## config.mk

```make
export PLATFORM = sky130hd
export DESIGN_NAME = dm_port_arbiter_flat
export DESIGN_NICKNAME = d
export VERILOG_FILES = /design/src/rtl/dm_port_arbiter_if.sv /design/src/rtl/dm_port_arbiter.sv /design/src/flat_wrapper.sv
export SDC_FILE = /design/constraint.sdc
export NUM_CORES = 1
export LEC_CHECK = 0
export ABC_AREA = 1
export CORE_MARGIN = 3
export CORE_UTILIZATION = 35
export CTS_CLUSTER_DIAMETER = 200
export DETAILED_ROUTE_END_ITERATION = 10
export PLACE_DENSITY_LB_ADDON = 0.2
export RECOVER_POWER = 25
export SLEW_MARGIN = 20
export SYNTH_ARGS = -nofsm -noshare
export SYNTH_HDL_FRONTEND = slang
export SYNTH_SLANG_ARGS = --single-unit
export TNS_END_PERCENT = 10
```

## constraint.sdc

```tcl
create_clock -name clk -period 1.5 [get_ports clk]
set_clock_uncertainty 0.05 [all_clocks]
set_input_delay 0.225 -clock clk [delete_from_list [all_inputs] [get_ports clk]]
set_output_delay 0.225 -clock clk [all_outputs]
set_load 0.03 [all_outputs]
```

## src/rtl/dm_port_arbiter_if.sv

```systemverilog
// Bundle of the two pipeline data-memory ports and the shared RAM port
// seen by dm_port_arbiter. The slave modport is the arbiter's view. The
// master modport is the environment's view: the two pipelines plus the
// RAM read-data return.
interface dm_port_arbiter_if #(
  parameter int ADDR_W = 9,
  parameter int DATA_W = 16
);

  logic              p0_req;
  logic              p0_we;
  logic [ADDR_W-1:0] p0_addr;
  logic [DATA_W-1:0] p0_wdata;
  logic              p0_stall;
  logic              p0_rvalid;
  logic [DATA_W-1:0] p0_rdata;

  logic              p1_req;
  logic              p1_we;
  logic [ADDR_W-1:0] p1_addr;
  logic [DATA_W-1:0] p1_wdata;
  logic              p1_stall;
  logic              p1_rvalid;
  logic [DATA_W-1:0] p1_rdata;

  logic [ADDR_W-1:0] mem_addr;
  logic [DATA_W-1:0] mem_wdata;
  logic              mem_write;
  logic [DATA_W-1:0] mem_rdata;

  modport slave (
    input  p0_req, p0_we, p0_addr, p0_wdata,
    input  p1_req, p1_we, p1_addr, p1_wdata,
    input  mem_rdata,
    output p0_stall, p0_rvalid, p0_rdata,
    output p1_stall, p1_rvalid, p1_rdata,
    output mem_addr, mem_wdata, mem_write
  );

  modport master (
    output p0_req, p0_we, p0_addr, p0_wdata,
    output p1_req, p1_we, p1_addr, p1_wdata,
    output mem_rdata,
    input  p0_stall, p0_rvalid, p0_rdata,
    input  p1_stall, p1_rvalid, p1_rdata,
    input  mem_addr, mem_wdata, mem_write
  );

endinterface

```

## src/rtl/dm_port_arbiter.sv

```systemverilog
// dm_port_arbiter: shares one single-port synchronous data RAM between
// pipelines p0 and p1.
// - At most one access is granted per cycle; the losing port sees stall.
// - Read data returns one cycle after the grant. In that cycle it is passed
//   straight through from the RAM and also captured into a per-port hold
//   register, so rdata keeps showing the last read value afterwards.
// - FIXED_PRIO = 0 selects round-robin; FIXED_PRIO = 1 lets p1 always win.
// Optional feature, guarded by the macro DM_ARB_READ_SHARE_EN:
//   When both ports read the same address in the same cycle, both are
//   granted together and neither stalls. The round-robin pointer is not
//   moved in that case.
module dm_port_arbiter #(
  parameter int ADDR_W     = 9,
  parameter int DATA_W     = 16,
  parameter int FIXED_PRIO = 0
) (
  input logic              clk,
  input logic              rst,
  dm_port_arbiter_if.slave bus
);

  // last_grant: 0 = p0 won the most recent grant, 1 = p1 won it.
  logic              last_grant_q, last_grant_d;
  logic [1:0]        rd_pend_q, rd_pend_d;
  logic [DATA_W-1:0] hold0_q, hold0_d;
  logic [DATA_W-1:0] hold1_q, hold1_d;

  logic share;
  logic gnt0, gnt1;

`ifdef DM_ARB_READ_SHARE_EN
  // Two reads of the same word can be served by a single RAM access.
  always_comb begin
    share = bus.p0_req & bus.p1_req & ~bus.p0_we & ~bus.p1_we &
            (bus.p0_addr == bus.p1_addr);
  end
`else
  // Without read sharing, every conflict goes through normal arbitration.
  always_comb begin
    share = 1'b0;
  end
`endif

  // Grant selection. While reset is high nothing is granted, so the RAM
  // never sees a write during reset.
  always_comb begin
    gnt0 = 1'b0;
    gnt1 = 1'b0;
    if (!rst) begin
      if (share) begin
        gnt0 = 1'b1;
        gnt1 = 1'b1;
      end else if (bus.p0_req && bus.p1_req) begin
        if (FIXED_PRIO != 0) begin
          gnt1 = 1'b1;
        end else if (last_grant_q) begin
          gnt0 = 1'b1;
        end else begin
          gnt1 = 1'b1;
        end
      end else begin
        gnt0 = bus.p0_req;
        gnt1 = bus.p1_req;
      end
    end
  end

  // Stall each port that is requesting this cycle but was not granted.
  always_comb begin
    bus.p0_stall = bus.p0_req & ~gnt0;
    bus.p1_stall = bus.p1_req & ~gnt1;
  end

  // Steer the granted port onto the RAM. When idle, drive zeros. In the
  // shared-read case both addresses are equal and neither is a write, so
  // picking p1 is harmless.
  always_comb begin
    bus.mem_addr  = '0;
    bus.mem_wdata = '0;
    bus.mem_write = 1'b0;
    if (gnt1) begin
      bus.mem_addr  = bus.p1_addr;
      bus.mem_wdata = bus.p1_wdata;
      bus.mem_write = bus.p1_we;
    end else if (gnt0) begin
      bus.mem_addr  = bus.p0_addr;
      bus.mem_wdata = bus.p0_wdata;
      bus.mem_write = bus.p0_we;
    end
  end

  // Next state:
  // - Move the round-robin pointer on every real grant (not on a shared read).
  // - Flag granted reads as pending for exactly the next cycle.
  // - Capture the returning read data into the hold registers.
  always_comb begin
    last_grant_d = last_grant_q;
    if (!share && (gnt0 || gnt1)) begin
      last_grant_d = gnt1;
    end
    rd_pend_d = {gnt1 & ~bus.p1_we, gnt0 & ~bus.p0_we};
    hold0_d   = rd_pend_q[0] ? bus.mem_rdata : hold0_q;
    hold1_d   = rd_pend_q[1] ? bus.mem_rdata : hold1_q;
  end

  // State registers. Reset clears pending reads so no rvalid can appear
  // after reset, and the pointer starts at p1 so p0 wins the first conflict.
  always_ff @(posedge clk or posedge rst) begin
    if (rst) begin
      last_grant_q <= 1'b1;
      rd_pend_q    <= 2'b00;
      hold0_q      <= '0;
      hold1_q      <= '0;
    end else begin
      last_grant_q <= last_grant_d;
      rd_pend_q    <= rd_pend_d;
      hold0_q      <= hold0_d;
      hold1_q      <= hold1_d;
    end
  end

  // Read return: pass the RAM data through in the cycle after the grant;
  // otherwise show the last value read.
  always_comb begin
    bus.p0_rvalid = rd_pend_q[0];
    bus.p1_rvalid = rd_pend_q[1];
    bus.p0_rdata  = rd_pend_q[0] ? bus.mem_rdata : hold0_q;
    bus.p1_rdata  = rd_pend_q[1] ? bus.mem_rdata : hold1_q;
  end

endmodule
```

## src/flat_wrapper.sv

```systemverilog
// flat-port wrapper written by rule: the top's interface ports become plain ports
module dm_port_arbiter_flat 
#(
  parameter int ADDR_W     = 9,
  parameter int DATA_W     = 16,
  parameter int FIXED_PRIO = 0
)
  (clk, rst, bus_p0_req, bus_p0_we, bus_p0_addr, bus_p0_wdata, bus_p1_req, bus_p1_we, bus_p1_addr, bus_p1_wdata, bus_mem_rdata, bus_p0_stall, bus_p0_rvalid, bus_p0_rdata, bus_p1_stall, bus_p1_rvalid, bus_p1_rdata, bus_mem_addr, bus_mem_wdata, bus_mem_write);
  dm_port_arbiter_if #(.ADDR_W(ADDR_W), .DATA_W(DATA_W)) bus_i ();
  input logic clk;
  input logic rst;
  input wire logic [$bits(bus_i.p0_req)-1:0] bus_p0_req;
  input wire logic [$bits(bus_i.p0_we)-1:0] bus_p0_we;
  input wire logic [$bits(bus_i.p0_addr)-1:0] bus_p0_addr;
  input wire logic [$bits(bus_i.p0_wdata)-1:0] bus_p0_wdata;
  input wire logic [$bits(bus_i.p1_req)-1:0] bus_p1_req;
  input wire logic [$bits(bus_i.p1_we)-1:0] bus_p1_we;
  input wire logic [$bits(bus_i.p1_addr)-1:0] bus_p1_addr;
  input wire logic [$bits(bus_i.p1_wdata)-1:0] bus_p1_wdata;
  input wire logic [$bits(bus_i.mem_rdata)-1:0] bus_mem_rdata;
  output wire logic [$bits(bus_i.p0_stall)-1:0] bus_p0_stall;
  output wire logic [$bits(bus_i.p0_rvalid)-1:0] bus_p0_rvalid;
  output wire logic [$bits(bus_i.p0_rdata)-1:0] bus_p0_rdata;
  output wire logic [$bits(bus_i.p1_stall)-1:0] bus_p1_stall;
  output wire logic [$bits(bus_i.p1_rvalid)-1:0] bus_p1_rvalid;
  output wire logic [$bits(bus_i.p1_rdata)-1:0] bus_p1_rdata;
  output wire logic [$bits(bus_i.mem_addr)-1:0] bus_mem_addr;
  output wire logic [$bits(bus_i.mem_wdata)-1:0] bus_mem_wdata;
  output wire logic [$bits(bus_i.mem_write)-1:0] bus_mem_write;
  assign bus_i.p0_req = bus_p0_req;
  assign bus_i.p0_we = bus_p0_we;
  assign bus_i.p0_addr = bus_p0_addr;
  assign bus_i.p0_wdata = bus_p0_wdata;
  assign bus_i.p1_req = bus_p1_req;
  assign bus_i.p1_we = bus_p1_we;
  assign bus_i.p1_addr = bus_p1_addr;
  assign bus_i.p1_wdata = bus_p1_wdata;
  assign bus_i.mem_rdata = bus_mem_rdata;
  assign bus_p0_stall = bus_i.p0_stall;
  assign bus_p0_rvalid = bus_i.p0_rvalid;
  assign bus_p0_rdata = bus_i.p0_rdata;
  assign bus_p1_stall = bus_i.p1_stall;
  assign bus_p1_rvalid = bus_i.p1_rvalid;
  assign bus_p1_rdata = bus_i.p1_rdata;
  assign bus_mem_addr = bus_i.mem_addr;
  assign bus_mem_wdata = bus_i.mem_wdata;
  assign bus_mem_write = bus_i.mem_write;
  dm_port_arbiter #(.ADDR_W(ADDR_W), .DATA_W(DATA_W), .FIXED_PRIO(FIXED_PRIO)) u_core (.clk(clk), .rst(rst), .bus(bus_i));
endmodule
```

# Yosys cells after proc, flatten, opt, wreduce, memory -nomap -nowiden
# Index checks and enable logic that the tools add are counted.
[classes] n_bitwise=8 mux=14 reduce_logical=2
[op_table] op="2-to-1 mux 16 bit" count=4
[op_table] op="2-to-1 mux 9 bit" count=2
[op_table] op="2-to-1 mux 1 bit" count=8
[op_table] op="AND 1 bit" count=4
[op_table] op="inverter 1 bit" count=4
[op_table] op="logical AND 1 bit" count=1
[op_table] op="logical OR 1 bit" count=1
[totals] word_cells=28 input_bits=72 output_inout_bits=62 regBits=35

# Logic depth before layout (Yosys ltp)
# Gate-level depths: netlist of run 1.
[logic_depth] ltp_word=5 mapped_depth=5 ltp_nobuf=4

# Worst setup path after synthesis of run 1
# OpenSTA, ideal clock, no wires.
[synth_timing] kind="register to output" from="register u_core.rd_pend_q[0]" to="output bus_p0_rdata[0]" arrival_ns=1.465 path_buffers=1 required_time_ns=1.225 slack_ns=-0.240 stages_incl_launch_ff=3 path_cell_list="dfrtp_1 -> clkbuf_1 -> o21ai_0"
[synth_via] elab_chain_cells=1
[synth_lines] element="start, declared" line_no="dm_port_arbiter.sv:24" rtl="logic [1:0] rd_pend_q, rd_pend_d;"
[synth_lines] element="start signal, assigned" line_no="dm_port_arbiter.sv:116" rtl="rd_pend_q <= rd_pend_d;"
[synth_lines] element="2-to-1 mux 16 bit" line_no="dm_port_arbiter.sv:127" rtl="bus.p0_rdata = rd_pend_q[0] ? bus.mem_rdata : hold0_q;"
[synth_lines] element="end, declared" line_no="flat_wrapper.sv:23" rtl="output wire logic [$bits(bus_i.p0_rdata)-1:0] bus_p0_rdata;"
# No other way between the ends.

# Worst setup path in the final report of run 1
[layout_timing] from="register u_core.last_grant_q" to="output bus_mem_wdata[12]"
[layout_via] elab_chain_cells=5 elab_cells_between_ends=8
[layout_lines] element="start, declared" line_no="dm_port_arbiter.sv:23" rtl="logic last_grant_q, last_grant_d;"
[layout_lines] element="start signal, assigned" line_no="dm_port_arbiter.sv:115" rtl="last_grant_q <= last_grant_d;"
[layout_lines] element="2-to-1 mux 1 bit" line_no="dm_port_arbiter.sv:56" rtl="end else if (last_grant_q) begin"
[layout_lines] element="2-to-1 mux 1 bit" line_no="dm_port_arbiter.sv:53" rtl="end else if (bus.p0_req && bus.p1_req) begin"
[layout_lines] element="2-to-1 mux 1 bit" line_no="dm_port_arbiter.sv:49" rtl="if (!rst) begin"
[layout_lines] element="2-to-1 mux 16 bit" line_no="dm_port_arbiter.sv:85" rtl="end else if (gnt0) begin"
[layout_lines] element="2-to-1 mux 16 bit *" line_no="dm_port_arbiter.sv:81" rtl="if (gnt1) begin"
[layout_lines] element="end, declared" line_no="flat_wrapper.sv:28" rtl="output wire logic [$bits(bus_i.mem_wdata)-1:0] bus_mem_wdata;"
# Mark *: on every way between the ends. The rest lies on a longest branch, timed or not.

==> results of run 1 <==
[cell families after synthesis]
kind of cell           after synthesis  share of synthesized area (%)
AND/OR/NAND/NOR                    117                           30.0
flip-flops                          35                           46.3
AO/OA/AOI/OAI                       35                           9.57
buffers and inverters               53                           14.1
[cell type report]
type	instances	area, sq um
Timing Repair Buffer	150	1550
Sequential cell	35	877
Clock buffer	6	82.6
Fill cell	407	1490
Inverter	35	134
Clock inverter	2	16.3
Multi-Input combinational cell	155	935
Tap cell	70	87.6
[final timing paths]
check / start / to / slack (ns) / cells after the start
max in group asynchronous: rst / u_core.hold1_q[15]$_DFF_PP0_ / 0.29 / 4
min in group asynchronous: rst / u_core.hold1_q[3]$_DFF_PP0_ / 0.54 / 4
worst min-delay path: u_core.hold1_q[4]$_DFF_PP0_ / u_core.hold1_q[4]$_DFF_PP0_ / 0.46 / 2
worst max register to register: u_core.last_grant_q$_DFFE_PP1P_ / u_core.rd_pend_q[1]$_DFF_PP0_ / 0.40 / 4
worst min register to register: u_core.hold1_q[4]$_DFF_PP0_ / u_core.hold1_q[4]$_DFF_PP0_ / 0.46 / 2
worst max-delay path: u_core.last_grant_q$_DFFE_PP1P_ / bus_mem_wdata[12] / -0.19 / 5
[critical path, delay by kind of cell, from the launching register on]
family	cells	cell delay, ns
flops	1	0.57
simple gates	3	0.26
buf+inv	2	0.30
[cells in the mapped netlist, types with 2 or more instances]
library cell | number | share of area (%)
buf_2 | 7 | 1.8
o21ai_0 | 32 | 8.4
inv_1 | 32 | 6.3
nor2_1 | 2 | 0.40
buf_6 | 7 | 4.2
nand4_1 | 26 | 8.6
nand3_1 | 26 | 6.9
dfrtp_1 | 34 | 45
inv_2 | 3 | 0.59
buf_4 | 2 | 0.79
clkbuf_1 | 2 | 0.40
nand2_1 | 59 | 12
[sequential cells by signal, indices dropped and copies added (netlist names)]
name and flops:
u_core.last_grant_q 1, u_core.hold0_q 16, u_core.hold1_q 16, u_core.rd_pend_q 2
[per-layer routing]
metal  vias up  part of all wire (%)  track usage (%)  wire length [um]
met2        95                    52             37.2              3480
met5         -                     0                0                 0
li1       1089                     -                -                 -
met4         0                   2.6             7.04               174
met3        13                   8.2             5.87               547
met1       995                    37             24.3              2440
[cell usage in the layout, fill, tap and decap left out]
cell             count
a21boi_2             1
a21oi_2              1
buf_12               5
buf_4               17
buf_6               52
buf_8                1
clkbuf_1             3
clkbuf_2             1
clkbuf_8             6
clkdlybuf4s50_1     69
clkinv_4             1
clkinvlp_4           1
dfrtp_1             34
dfstp_2              1
dlygate4sd2_1        2
inv_1               33
inv_2                1
inv_4                1
nand2_1             59
nand2_2              1
nand2_4              1
nand2_8              3
nand3_1             26
nand3_2              1
nand4_1             26
nor2_1               2
nor2_8               1
o21ai_0              1
o21ai_1              2
o21ai_2             29
o21ai_4              1
[metrics by stage]
| step | hold slack [ns] | total power, uW | area (sq um) | instances |
|---|---|---|---|---|
| after floorplan | 0.137 | 2080 | 1900 | 240 |
| after global placement | 0.456 | 2790 | 3210 | 442 |
| after detailed placement | 0.466 | 2810 | 3210 | 442 |
| after CTS | 0.268 | 3780 | 3610 | 452 |
| after global routing | 0.456 | 4060 | 3680 | 453 |
| final | 0.459 | 3840 | 3680 | 453 |
[where the power goes]
| group | internal (uW) | total (uW) | leakage, uW | switching [uW] |
|---|---|---|---|---|
| Combinational | 832 | 1930 | 0.00127 | 1100 |
| Clock | 375 | 716 | 0.0000474 | 341 |
| Sequential | 1140 | 1200 | 0.000429 | 57.9 |
[repair_timing]
action	in CTS	in global routing
gates cloned	2	1
pin swaps	22	1
setup endpoints to repair	60	60
resized for setup	105	18
==> impl_results.md, run 1 <==
* Final setup TNS at -4.56 ns
* Req. time, crit path at 1.22 ns
* Clock Latency Late Sink at 0.28 ns
* Leakage at 0.00175 uW
* Ys Warns at 0
* DIE HEIGHT at 79.6 um
* CTS buffer count at 5
* Post-Syn Nets at 312
* Core ar. at 5170 sq um
* Detailed Routing Iterations Pass 1 at 4
* Post-synth EDFFs at 0
* Share of layout cells above drive strength 1 at 32.9%
* CP endpoint kind: output port
* CTS tree: yes
* Unrepaired setup endpoints after global routing: yes
* Vias post-DR at 2,192
* Worst stage delay on the critical path at 0.57 ns
* # setup viols final at 34
* First-pass GRT wire length at 10,500 um
* Synth Instances at 240
* HP Class: flip-flop to flip-flop
* Slew headroom at 55.3%
* Layout Area Growth over Synthesis at 94.4%
* Crit-path slowest cell: dfstp_2
* Routed WL at 6640 um
* Total global routing overflow at 0
* Rows at 26
* Number of global-route vias before repair at 2,249
* DP HPWL at 4480 um
* Pwr Density at 1040 nW/um^2
* IO buf count at 133
* Violated checks: negative setup slack
* Final net count at 454
* Type of origin of the critical path: flip-flop
* Fin crit period at 1.69 ns
* Reg clk slew, reported paths at 0.07 ns
* DIE WIDTH at 79.6 um
* Register area share after synthesis at 46.3%
* Drc violations at 0
* Initial antenna violation count at 0
* Avg Cell Area, Syn at 7.90 sq um
* Starting Density at 36.6%
* Finished Core Util at 71.2%
* Max-Cap Viols at 0
* Vias/cell at 4.84
* Seq cells post-synth at 35
* Clock Path Buffers at 2
* Largest net degree at the start of global routing at 34
* Fin worst setup slack at -0.193 ns
* Clock Sinks at 35
* Max IR drop VDD at 0.718 mV
* Worst Tran Pin Value at 0.671 ns
* Antenna diode count at 0
* Worst Path Arrival at 1.42 ns
* Final ANT Viol Nets at 0
* Outcome: complete, but fails checks
* Root Buffer Master: clkbuf_8
* Final-report hold violation count at 0
* # IOs at 134
* H-tree depth at 2
* Post-Syn Area at 1900 sq um
* GRT Total Usage at 21.1%
* Pins Over Slew Limit at 0
* Period utilisation layout at 113%
* CP max FO at 22
* Overall die area at 6330 sq um
* Distinct cells, synth at 20
* Place WS at -0.204 ns
* Async S/R FF share, synth at 100%
* Routability cong. at 0.738
* CTS Hold Bufs at 0
* Post-CTS Setup Inserts at 0
* Fmax at 591 MHz
* Routed len/inst at 14.6 um
* CP cell instances: nand2_2, buf_12, nand4_1, nand2_1, buf_6
* DRT iter0 DRCs at 95
* Most used DFF post-synth: dfrtp_1
* Critical path type: flip-flop to output port
No activity file was read; power rests on OpenSTA's default activity.
==> inputs of run 2 (changes only) <==
clock period = 1.75 ns   (was 1.5 ns; I/O delays follow)
==> run 2 against run 1 <==
The run now ends clean; worst setup slack better by 0.21 ns; via count is 5.8% lower; hold slack worse by 0.014 ns; clock power is 23% lower; wire length is 10% lower; clock-buffer cell count is 1 higher; sequential share of layout area is 2.7 points higher; sequential power is 15% lower; critical endpoint is now bus_mem_addr[1]; largest cell class unchanged; largest power group unchanged; highest routed layer unchanged.
==> impl_results.md, run 2 (synthesis results as in run 1) <==
* Outcome: finished clean
* Commonest non-fill, non-tap cell in the layout: clkdlybuf4s50_1
* CTS tree: yes
* Worst Tran Pin Value at 0.593 ns (-0.0784 ns)
* Layout Area Growth over Synthesis at 74.7%
* Biggest regs: u_core.hold0_q x16, u_core.hold1_q x16, u_core.rd_pend_q x2
* Core ar. at 5170 sq um (unchanged)
* Fmax at 576 MHz
* Net Sw Frac at 39.0% (about the same)
* # setup viols final at 0 (-100%)
* Final ANT Viol Nets at 0 (unchanged)
* DIE WIDTH at 79.6 um (unchanged)
* Clock Latency Late Sink at 0.28 ns (about the same)
* Critical path type: primary input to output port
* Total global routing overflow at 0 (unchanged)
* Crit-path slowest cell: clkdlybuf4s50_1
* Vias/cell at 4.62 (-4.6%)
* Overall die area at 6330 sq um (unchanged)
* CP max FO at 25 (+14%)
* Tot Pwr at 2960 uW (-23%)
* CP endpoint kind: output port
* CP cell instances: clkdlybuf4s50_1, buf_4, nand4_1, nand2_1, buf_4
* Slew headroom at 60.5% (+5.2 points)
* Place WS at -0.0337 ns (+0.171 ns)
* Max-Cap Viols at 0 (unchanged)
* First-pass GRT wire length at 9270 um (-11%)
* DIE HEIGHT at 79.6 um (unchanged)
* Max IR drop VDD at 0.466 mV (-35%)
* H-tree depth at 2 (unchanged)
* Clock Path Buffers at 2 (unchanged)
* Routed WL at 5970 um (-10%)
* Starting Density at 36.6% (unchanged)
* Root Buffer Master: clkbuf_8
* Antenna diode count at 0 (unchanged)
* Worst stage delay on the critical path at 0.49 ns (-0.08 ns)
* # IOs at 134 (unchanged)
* Drc violations at 0 (unchanged)
* CTS Hold Bufs at 0 (unchanged)
* Detailed Routing Iterations Pass 1 at 4 (unchanged)
* Req. time, crit path at 1.44 ns (+0.22 ns)
* Fin worst setup slack at 0.0129 ns (+0.206 ns)
* DP HPWL at 4510 um (+0.84%)
* Pwr Density at 894 nW/um^2 (-14%)
* Leakage at 0.00163 uW (-6.8%)
* Net Switching at 1150 uW (-23%)
* Post-CTS Setup Inserts at 0 (unchanged)
* HP Class: primary input to flip-flop
* Delay-heaviest family, CP: buffers and inverters
* Final-report hold violation count at 0 (unchanged)
* IO buf count at 133 (unchanged)
* Gate power share at 46.9% (-3.3 points)
* Sequential share of power at 34.6% (+3.5 points)
* Routability cong. at 0.730 (-1.1%)
* Pins Over Slew Limit at 0 (unchanged)
* Routed len/inst at 13.4 um (-8.8%)
* Unrepaired setup endpoints after global routing: yes
* Type of origin of the critical path: primary input
* Commonest cells after routing, fill and taps aside: clkdlybuf4s50_1 (69), buf_4 (62), nand2_1 (59), dfrtp_1 (34), inv_1 (33)
* CTS buffer count at 5 (unchanged)
* Most numerous cell on the critical path: buf_4
* Rows at 26 (unchanged)
* Number of global-route vias before repair at 2,101 (-6.6%)
* Largest net degree at the start of global routing at 34 (unchanged)
* Clock Sinks at 35 (unchanged)
* Register-to-Register Setup Slack at 0.65 ns (+0.25 ns)
* Worst Path Arrival at 1.42 ns (about the same)
* Fin crit period at 1.74 ns
* GRT Total Usage at 18.3% (-2.8 points)
* Share of layout cells above drive strength 1 at 23.6% (-9.3 points)
* Initial antenna violation count at 0 (unchanged)
* Reg clk slew, reported paths at 0.07 ns (about the same)
* Internal power at 1810 uW (-23%)
* Final net count at 448 (-1.3%)
* Vias post-DR at 2,064 (-5.8%)
* WP buf/inv at 3 (+1)
* DRT iter0 DRCs at 53 (-44%)
* Period utilisation layout at 99.3%
* Clock power frac at 18.5% (about the same)
-- run 2: changes by cell type in the layout (fill, tap and decap cells not counted), moves of 10 or more --
cell,previous run,this run
buf_4,17,62
o21ai_2,29,0
o21ai_0,1,21
o21ai_1,2,12
buf_6,52,6
-- run 2: timing repair --
item / CTS / global route
gates cloned: 0 / 1
gates resized for setup: 3 / 18
pin swaps: 0 / 2
endpoints found under the setup margin: 29 / 42
-- run 2: final timing paths --
| check | startpoint | endpoint | cells past startpoint |
|---|---|---|---|
| setup / recovery | bus_p1_req | bus_mem_addr[1] | 5 |
| hold reg to reg | u_core.hold1_q[6]$_DFF_PP0_ | u_core.hold1_q[6]$_DFF_PP0_ | 2 |
| hold / removal | bus_p0_req | u_core.last_grant_q$_DFFE_PP1P_ | 5 |
| max in group asynchronous | rst | u_core.hold0_q[8]$_DFF_PP0_ | 4 |
| setup reg to reg | u_core.rd_pend_q[1]$_DFF_PP0_ | u_core.hold1_q[15]$_DFF_PP0_ | 3 |
| min in group asynchronous | rst | u_core.hold0_q[2]$_DFF_PP0_ | 4 |
-- run 2: worst reg2reg max path, cell delays in order, from the launching register on --
cell and delay [ns]:
dfrtp_1 0.43, buf_4 0.20, nand2_1 0.06, o21ai_0 0.19
-- run 2: layout make-up --
type	count	area, sq um
Multi-Input combinational cell	153	779
Inverter	35	131
Clock inverter	1	5.00
Timing Repair Buffer	146	1350
Clock buffer	7	76.3
Fill cell	465	1860
Tap cell	70	87.6
Sequential cell	35	877
-- run 2: stage by stage --
step | hold WS (ns) | cells | TNS, ns | instance area (sq um) | util, %
after global routing | 0.493 | 447 | -0.419 | 3310 | 64.0
after detailed placement | 0.456 | 438 | -0.337 | 3180 | 61.5
after CTS | 0.363 | 446 | 0 | 3270 | 63.3
after global placement | 0.453 | 438 | -0.0107 | 3180 | 61.5
final | 0.445 | 447 | 0 | 3310 | 64.0
after floorplan | 0.174 | 240 | -0.735 | 1900 | -
-- run 2: power groups by stage --
stage	logic (uW)	registers [uW]	clock network, uW
final	1390	1020	548
after global routing	1490	1040	596
after CTS	1370	1030	561
after detailed placement	1360	1040	0
after global placement	1350	1030	0
after floorplan	752	1030	0
-- run 2: metal layers --
metal,up-vias,wire length [um],global-route usage [%]
met4,0,93,6.01
met3,8,406,4.18
met2,75,2980,31.5
met1,919,2490,22.4
li1,1062,-,-
met5,-,0,0
==> inputs of run 3 (changes only) <==
CORE_UTILIZATION = 50   (was 35)
DONT_BUFFER_PORTS = 1   (was not set)
REMOVE_ABC_BUFFERS = 1   (was not set)
==> run 3 against run 2 <==
The run now ends with negative setup slack left; critical path depth fell by 1; clock power increased by 36%; power down 1.2%; first-iteration DRC count grew 120%; critical path type is now flip-flop to output port; largest cell class is now flip-flops and latches.
==> impl_results.md, run 3 (synthesis results as in run 1) <==
* M1 WL at 2030 um (-18%)
* Root Buffer Master: clkbuf_8
* Tot Pwr at 2930 uW (-1.2%)
* # IOs at 134 (unchanged)
* DP HPWL at 3680 um (-18%)
* Largest net degree at the start of global routing at 34 (unchanged)
* Pwr Density at 1160 nW/um^2 (+30%)
* Place WS at 0.156 ns (+0.189 ns)
* Worst Reg2Reg Path Length in Cells at 3 (unchanged)
* Period utilisation layout at 102% (+2.3 points)
* # setup viols final at 3 (+3)
* Antenna diode count at 0 (unchanged)
* Vias/cell at 5.38 (+17%)
* Worst hold path startpoint: bus_p1_req
* IO buf count at 0 (-100%)
* Max-Cap Viols at 0 (unchanged)
* Worst Tran Pin Value at 0.487 ns (-0.106 ns)
* Worst Path Arrival at 1.46 ns (+0.04 ns)
* Reg clk slew, reported paths at 0.07 ns (about the same)
* CP max FO at 28 (+12%)
* Leakage at 0.00130 uW (-20%)
* DIE WIDTH at 67.6 um (-15%)
* CP cell instances: nand2_4, nand4_1, nand2_1, buf_4
* Detailed Routing Iterations Pass 1 at 4 (unchanged)
* Outcome: complete, but fails checks
* Worst hold slack at 0.0573 ns (-0.388 ns)
* Metal2 WL at 2670 um (-11%)
* Clock Latency Late Sink at 0.28 ns (about the same)
* Vias post-DR at 1,847 (-11%)
* Routability cong. at 0.694 (-4.9%)
* CP endpoint kind: output port
* Drc violations at 0 (unchanged)
* Placed Area at 2310 sq um (-27%)
* Req. time, crit path at 1.44 ns (about the same)
* Final ANT Viol Nets at 0 (unchanged)
* Starting Density at 54.2% (+18 points)
* GRT Total Usage at 20.9% (+2.6 points)
* Crit-path slowest cell: dfstp_2
* Commonest cells after routing, fill and taps aside: nand2_1 (58), buf_4 (58), dfrtp_1 (33), inv_1 (32), o21ai_0 (30)
* Routed WL at 5270 um (-12%)
* Critical path type: flip-flop to output port
* Total global routing overflow at 0 (unchanged)
* Clock Sinks at 35 (unchanged)
* Fin worst setup slack at -0.0266 ns (-0.0395 ns)
* CTS buffer count at 5 (unchanged)
* Hold path depth at 2 (-3)
* Fillers at 293 (-37%)
* Final-report hold violation count at 0 (unchanged)
* Slew headroom at 67.5% (+7.0 points)
* Fmax at 563 MHz (-2.2%)
* Worst stage delay on the critical path at 0.58 ns (+0.09 ns)
* Layout Area Growth over Synthesis at 32.7%
* Final setup TNS at -0.0415 ns (-0.0415 ns)
* Initial antenna violation count at 0 (unchanged)
* DRT iter0 DRCs at 114 (+120%)
* R2R Path Start: u_core.rd_pend_q[1]$_DFF_PP0_
* Violated checks: negative setup slack
* CTS tree: yes
* Worst hold endpoint: u_core.last_grant_q$_DFFE_PP1P_
* Final net count at 368 (-18%)
* Number of global-route vias before repair at 1,539 (-27%)
* Worst setup path start: u_core.last_grant_q$_DFFE_PP1P_
* Overall die area at 4570 sq um (-28%)
* Pins Over Slew Limit at 0 (unchanged)
* WP buf/inv at 1 (-2)
* Delay-heaviest family, CP: flip-flops
* Unrepaired setup endpoints after global routing: yes
* Rows at 21 (-19%)
* Biggest regs: u_core.hold0_q x16, u_core.hold1_q x16, u_core.rd_pend_q x2
* Max IR drop VDD at 0.958 mV (+110%)
* Register-to-Register Setup Slack at 0.58 ns (-0.07 ns)
* First-pass GRT wire length at 7170 um (-23%)
* Top Layer Used: met4
* DIE HEIGHT at 67.6 um (-15%)
* Core ar. at 3490 sq um (-32%)
* Share of layout cells above drive strength 1 at 28.3% (+4.7 points)
* Type of origin of the critical path: flip-flop
* Clock Path Buffers at 2 (unchanged)
* Design Area, Final at 2510 sq um (-24%)
* Routed wl met3 at 517 um (+27%)
* H-tree depth at 2 (unchanged)
* Fin crit period at 1.78 ns (+0.0395 ns)
* HP Class: primary input to flip-flop
* Routed len/inst at 15.4 um (+15%)
* R2r endpoint: u_core.hold1_q[8]$_DFF_PP0_
## run 3: cell types whose count changed in the layout (fill, tap and decap cells not counted), sizes merged
cell,before,now
clkdlybuf4s50,69,0
dlygate4sd2,1,0
buf,73,63
bufinv,0,1
dlymetal6s2s,1,0
nand2,62,63
dlygate4sd3,0,2
clkbuf,9,6
## run 3: worst max path at each step
stage	end	slack, ns	cells after the start
2_1_floorplan	bus_p0_rdata[0]	-0.13	1
3_5_place_dp	bus_mem_addr[5]	0.16	4
3_3_place_gp	bus_mem_addr[5]	0.19	4
4_1_cts	bus_mem_addr[5]	-0.0007	4
5_1_grt	bus_mem_addr[5]	-0.08	4
6_report	bus_mem_addr[5]	-0.03	4
## run 3: metrics by stage
step                util (%)  instances
CTS                     71.0        342
floorplan                  -        222
global placement        66.2        331
detailed placement      66.2        331
global route            72.0        343
finish                  72.0        343
## run 3: what timing repair did
item / in CTS / in global routing
gates cloned: 1 / 1
gates resized for setup: 4 / 7
endpoints found under the hold margin: 2 / 0
buffers inserted: 0 / 0
pin swaps: 2 / 2
setup endpoints to repair: 28 / 29
hold buffers: 2 / 0
## run 3: cell type report
class                           count  area [sq um]  area share (%)
Clock buffer                        6          82.6            3.28
Clock inverter                      2          35.0            1.39
Inverter                           35           134            5.32
Multi-Input combinational cell    154           798            31.7
Sequential cell                    35           878            34.9
Tap cell                           46          57.6            2.29
Timing Repair Buffer               65           529            21.0
## run 3: worst reg2reg max path, cell delays in order, from the launching register on
cell     delay (ns)
dfrtp_2        0.47
buf_12         0.19
o21ai_0        0.19
buf_4          0.19
## run 3: metal layers
metal / track usage (%) / vias up
met5: 0 / -
met4: 6.08 / 0
li1: - / 903
met1: 26.7 / 834
met3: 6.82 / 15
met2: 33.5 / 95
## run 3: where the power goes
group	switching (uW)	total, uW	internal [uW]
combinational	777	1150	377
clock	283	744	461
sequential	51.0	1030	977
total	1110	2930	1810
